<file path="config.mk">
export PLATFORM = sky130hd
export DESIGN_NAME = instr_fetch
export DESIGN_NICKNAME = d
export VERILOG_FILES = /design/src/rtl/core_pkg.sv /design/src/rtl/instr_fetch.sv
export SDC_FILE = /design/constraint.sdc
export NUM_CORES = 1
export LEC_CHECK = 0
export CORE_ASPECT_RATIO = 1.75
export CORE_MARGIN = 2
export CORE_UTILIZATION = 35
export DETAILED_ROUTE_END_ITERATION = 12
export PLACE_DENSITY = 0.78
export SETUP_SLACK_MARGIN = 0.1
export SKIP_CTS_REPAIR_TIMING = 1
export SLEW_MARGIN = 20
export SYNTH_ARGS = -nofsm -noshare
export SYNTH_HDL_FRONTEND = slang
export SYNTH_SLANG_ARGS = --single-unit
export TNS_END_PERCENT = 5
</file>
<file path="constraint.sdc">
create_clock -name CLK -period 1.3 [get_ports CLK]
set_input_delay 0.13 -clock CLK [delete_from_list [all_inputs] [get_ports CLK]]
set_output_delay 0.13 -clock CLK [all_outputs]
set_load 0.02 [all_outputs]
</file>
<file path="src/rtl/core_pkg.sv">
// Definitions shared by the core front-end: fetch FSM states and
// architectural constants that program_counter and instr_fetch must agree on.
package core_pkg;

    typedef enum logic [1:0] {
        S_REQ   = 2'd0,
        S_WAIT  = 2'd1,
        S_FLUSH = 2'd2,
        S_STALL = 2'd3
    } fetch_state_e;

    localparam logic [31:0] CORE_NOP_INSTR = 32'h0000_0013;
    localparam logic [31:0] CORE_BOOT_ADDR = 32'h1A00_0000;

endpackage

</file>
<file path="src/rtl/instr_fetch.sv">
// Fetch stage: one outstanding REQ/GNT/RVALID transaction, a one-entry
// instruction buffer for decode, and enable/mode control of the program counter.
module instr_fetch
    import core_pkg::*;
#(
    parameter logic [31:0] NOP_INSTR = CORE_NOP_INSTR,
    parameter logic [31:0] BOOT_ADDR = CORE_BOOT_ADDR
) (
    input  logic        CLK,
    input  logic        RES,
    input  logic [31:0] PC_IN,
    output logic        PC_ENABLE,
    output logic        PC_MODE,
    output logic [31:0] PC_D,
    input  logic        JUMP_REQ,
    input  logic [31:0] JUMP_ADDR,
    output logic        INSTR_REQ,
    output logic [31:0] INSTR_ADDR,
    input  logic        INSTR_GNT,
    input  logic        INSTR_RVALID,
    input  logic [31:0] INSTR_RDATA,
    output logic        IF_VALID,
    output logic [31:0] IF_INSTR,
    output logic [31:0] IF_PC,
    input  logic        ID_READY
);

    fetch_state_e state, state_nxt;
    logic [31:0]  addr_q;
    logic         granted;
    logic         accept;
    logic         unused_jaddr_lsb;

    // The memory shares RES, so the request is held off while reset is high.
    assign INSTR_REQ  = (state == S_REQ) && !RES;
    assign INSTR_ADDR = PC_IN;
    assign granted    = INSTR_REQ && INSTR_GNT;
    assign accept     = (state == S_WAIT) && INSTR_RVALID && !JUMP_REQ;

    assign PC_D             = {JUMP_ADDR[31:2], 2'b00};
    assign unused_jaddr_lsb = ^JUMP_ADDR[1:0];

    always_comb begin
        PC_ENABLE = 1'b0;
        PC_MODE   = 1'b0;
        if (JUMP_REQ) begin
            PC_ENABLE = 1'b1;
            PC_MODE   = 1'b1;
        end else if (granted) begin
            PC_ENABLE = 1'b1;
        end
    end

    always_comb begin
        state_nxt = state;
        case (state)
            S_REQ: begin
                if (INSTR_GNT) state_nxt = JUMP_REQ ? S_FLUSH : S_WAIT;
            end
            S_WAIT: begin
                if (JUMP_REQ)          state_nxt = INSTR_RVALID ? S_REQ : S_FLUSH;
                else if (INSTR_RVALID) state_nxt = S_STALL;
            end
            S_FLUSH: begin
                if (INSTR_RVALID) state_nxt = S_REQ;
            end
            S_STALL: begin
                if (JUMP_REQ || ID_READY) state_nxt = S_REQ;
            end
            default: state_nxt = S_REQ;
        endcase
    end

    always_ff @(posedge CLK) begin
        if (RES) begin
            state    <= S_REQ;
            addr_q   <= BOOT_ADDR;
            IF_VALID <= 1'b0;
            IF_INSTR <= NOP_INSTR;
            IF_PC    <= BOOT_ADDR;
        end else begin
            state <= state_nxt;
            if (granted) addr_q <= PC_IN;
            // A redirect kills the buffer even if decode is taking it this cycle.
            if (JUMP_REQ) begin
                IF_VALID <= 1'b0;
                IF_INSTR <= NOP_INSTR;
            end else if (accept) begin
                IF_VALID <= 1'b1;
                IF_INSTR <= INSTR_RDATA;
                IF_PC    <= addr_q;
            end else if (IF_VALID && ID_READY) begin
                IF_VALID <= 1'b0;
            end
        end
    end

endmodule

</file>
==> run_results.csv, run 1 <==
group,metric,value,unit
floorplanning,core-area,11600,sq um
hold_path,hold_depth,4,
synthesis,synth-edff-count,0,
synthesis,seq_area_frac_synth,0.478,
routing,post_drt_wl_per_cell,15.4,um
sta,min_period,1.45,ns
finish,final_cells,773,
grt,grt_max_degree,65,
routing,firstDrtPassIters,4,
synthesis,synth_fa_ha_area_frac,0,
power,p_leak,3.67,nW
floorplanning,rows,52,
worst_setup_path,critPathKind,"reg2out",
floorplanning,ios,234,
floorplanning,dieWidth,86.3,um
clock_network,path_clk_slew,0.06,ns
routing,dr_total_vias,3643,
synthesis,ys_warn_count,0,
status,violations,"negative setup slack",
placed_design,port-buffer-count,169,
job,maxCapViolations,0,
finish,fill_cells,1058,
floorplanning,initial_utilization,0.358,
power,ir_drop,0.000671,V
synthesis,synth.distinct_cells,25,
synthesis,ys_ff_latch,99,
worst_setup_path,crit_arrival,1.32,ns
worst_setup_path,crit_fanout,3,
worst_setup_path,reg2regPathDepth,4,
worst_setup_path,required,1.17,ns
placed_design,place_inst,749,
sta,max-slew-margin-rel,0.628,
synthesis,synth_ff_type,"dfxtp_1",
status,outcome,"complete, but fails checks",
clock_network,cts.path.max_buffers,2,
synthesis,synth_compound_area_frac,0.120,
worst_setup_path,cp-start-kind,"register",
synthesis,synth_area,4150,sq um
routing,post_drt_via_cell_ratio,4.71,
grt,grt_first_pass_wirelength,16600,um
floorplanning,dieArea,12800,sq um
grt,gr-total-overflow,0,
placed_design,dpl.hpwl,7700,um
hold_path,hold_path.class,"in2reg",
finish,syn_to_final_growth,56.6,%
synthesis,synthXorXnorAreaFrac,0,
clock_network,htreeDepth,3,
sta,worstMarginPinSlew,0.558,ns
synthesis,synth-simple-area-share,0.226,
sta,setup_viol,11,
synthesis,synth.mux.area_fraction,0,
synthesis,avgSynthCellArea,8.18,sq um
synthesis,async_flop_share,0,
synthesis,postSynthCellCount,507,
power,total_power,6.89,mW
synthesis,synth_top_family_by_area,"simple AND/OR/NAND/NOR gates",
sta,setup_ws,-0.147,ns
placed_design,place_ws,-0.478,ns
floorplanning,fp.dieH,148,um
sta,whs,0.256,ns
placed_design,globalplace.congestion,0.748,
grt,grt.total_usage,0.164,
routing,ant_nets,0,
sta,final.period_utilization,1.11,
sta,fmax,691,MHz
grt,antenna_found_initial,0,
routing,drc,0,
sta,rsz0062_at_grt,"true",
finish,n_antenna_cell,0,
worst_setup_path,crit_path_end_kind,"output pin",
sta,hold_viol_final,0,
grt,grt_pass1_vias,3511,
clock_network,clock_latency,0.34,ns
sta,final_max_slew_viol_count,0,
power,powerDensity,1060,nW/um^2
finish,fin_nets,735,
clock_network,cts_tree,"yes",
routing,wirelength,11900,um
clock_network,cts_buffers,9,
routing,drt_iter0_drc,132,
finish,postLayoutCoreUtil,0.561,
finish,drive_gt1_frac,0.171,
clock_network,cts.sinks,99,
clock_network,root_buffer,"clkbuf_16",
sta,clock_skew,0.00636,ns
[layout by cell type, fill, tap and decap left out, types with 4 or more instances in the layout]
master           count
nand3_1              4
buf_12               8
o21ai_1             20
nand2_4              5
clkdlybuf4s50_1     67
a21oi_1             59
o21ai_2             12
dfxtp_1             97
nand2_2             19
nor2_1               5
buf_6                4
dlymetal6s2s_1      98
buf_4               30
nand2_1            137
nand2b_1            31
clkbuf_16           12
[routing by layer]
metal  global-route usage  vias up  wire length, um
met5                    0        -                0
li1                     -     1807                -
met1                0.176     1678             4430
met2                0.294      122             6450
met3               0.0402       36              670
met4               0.0813        0              338
[cell type report]
type,instances,area (sq um),area share
clock inverters,7,73.8,0.0114
clock buffers,9,225,0.0347
multi-input cells,310,1610,0.248
flip-flops and latches,99,1990,0.306
well taps,135,169,0.0260
repair buffers,213,2430,0.374
[path summary, 6_finish.rpt]
kind,start,end,slack (ns)
setup reg to reg,state[1],state[1],-0.04
setup / recovery,state[0],PC_ENABLE,-0.15
hold / removal,RES,IF_PC[30],0.26
hold reg to reg,IF_PC[14],IF_PC[14],0.45
[cells by family (layout without fill, tap and decap cells)]
kind of cell	Yosys count	after routing
compound gates	96	96
buf+inv	99	229
flops	99	99
other cells	1	2
simple gates	212	212
[where the power goes]
group	internal, mW	switching, mW	total, mW
logic	0.538	0.451	0.990
registers	3.14	0.0559	3.19
clock network	1.51	1.20	2.71
[critical path, stage by stage, from the launching register on]
cell and delay (ns):
dfxtp_4 0.36, nor4b_4 0.32, or2_4 0.19, buf_6 0.11
[sequential cells by signal (all words and copies together) (netlist names)]
register and count:
addr_q 32, state 2, IF_VALID 1, IF_PC 32, IF_INSTR 32
[cell usage after synthesis, types with 2 or more instances]
master,n,share of area
nand3_1,4,0.0048
buf_4,70,0.13
nand3b_1,3,0.0054
buf_1,2,0.0018
buf_2,6,0.0072
buf_6,11,0.030
a21oi_1,60,0.072
nand2b_1,31,0.047
or2_2,2,0.0030
o21ai_1,32,0.039
dfxtp_1,99,0.48
nand2_1,161,0.15
clkbuf_1,9,0.0081
nor2_1,5,0.0045
nor3_1,2,0.0024
[through the flow]
stage	setup TNS (ns)	area [sq um]
final	-0.321	6490
after global routing	-2.76	6490
after CTS	-22.77	5930
after detailed placement	-33.10	5630
after global placement	-30.82	5630
after floorplan	0	4160
Power figures use the tool's default switching activity.
==> inputs of run 2 (changes only) <==
- CTS_CLUSTER_SIZE: unset -> 25
==> results of run 2 <==
The final DEF is identical to that of run 1; final timing and power are the same.
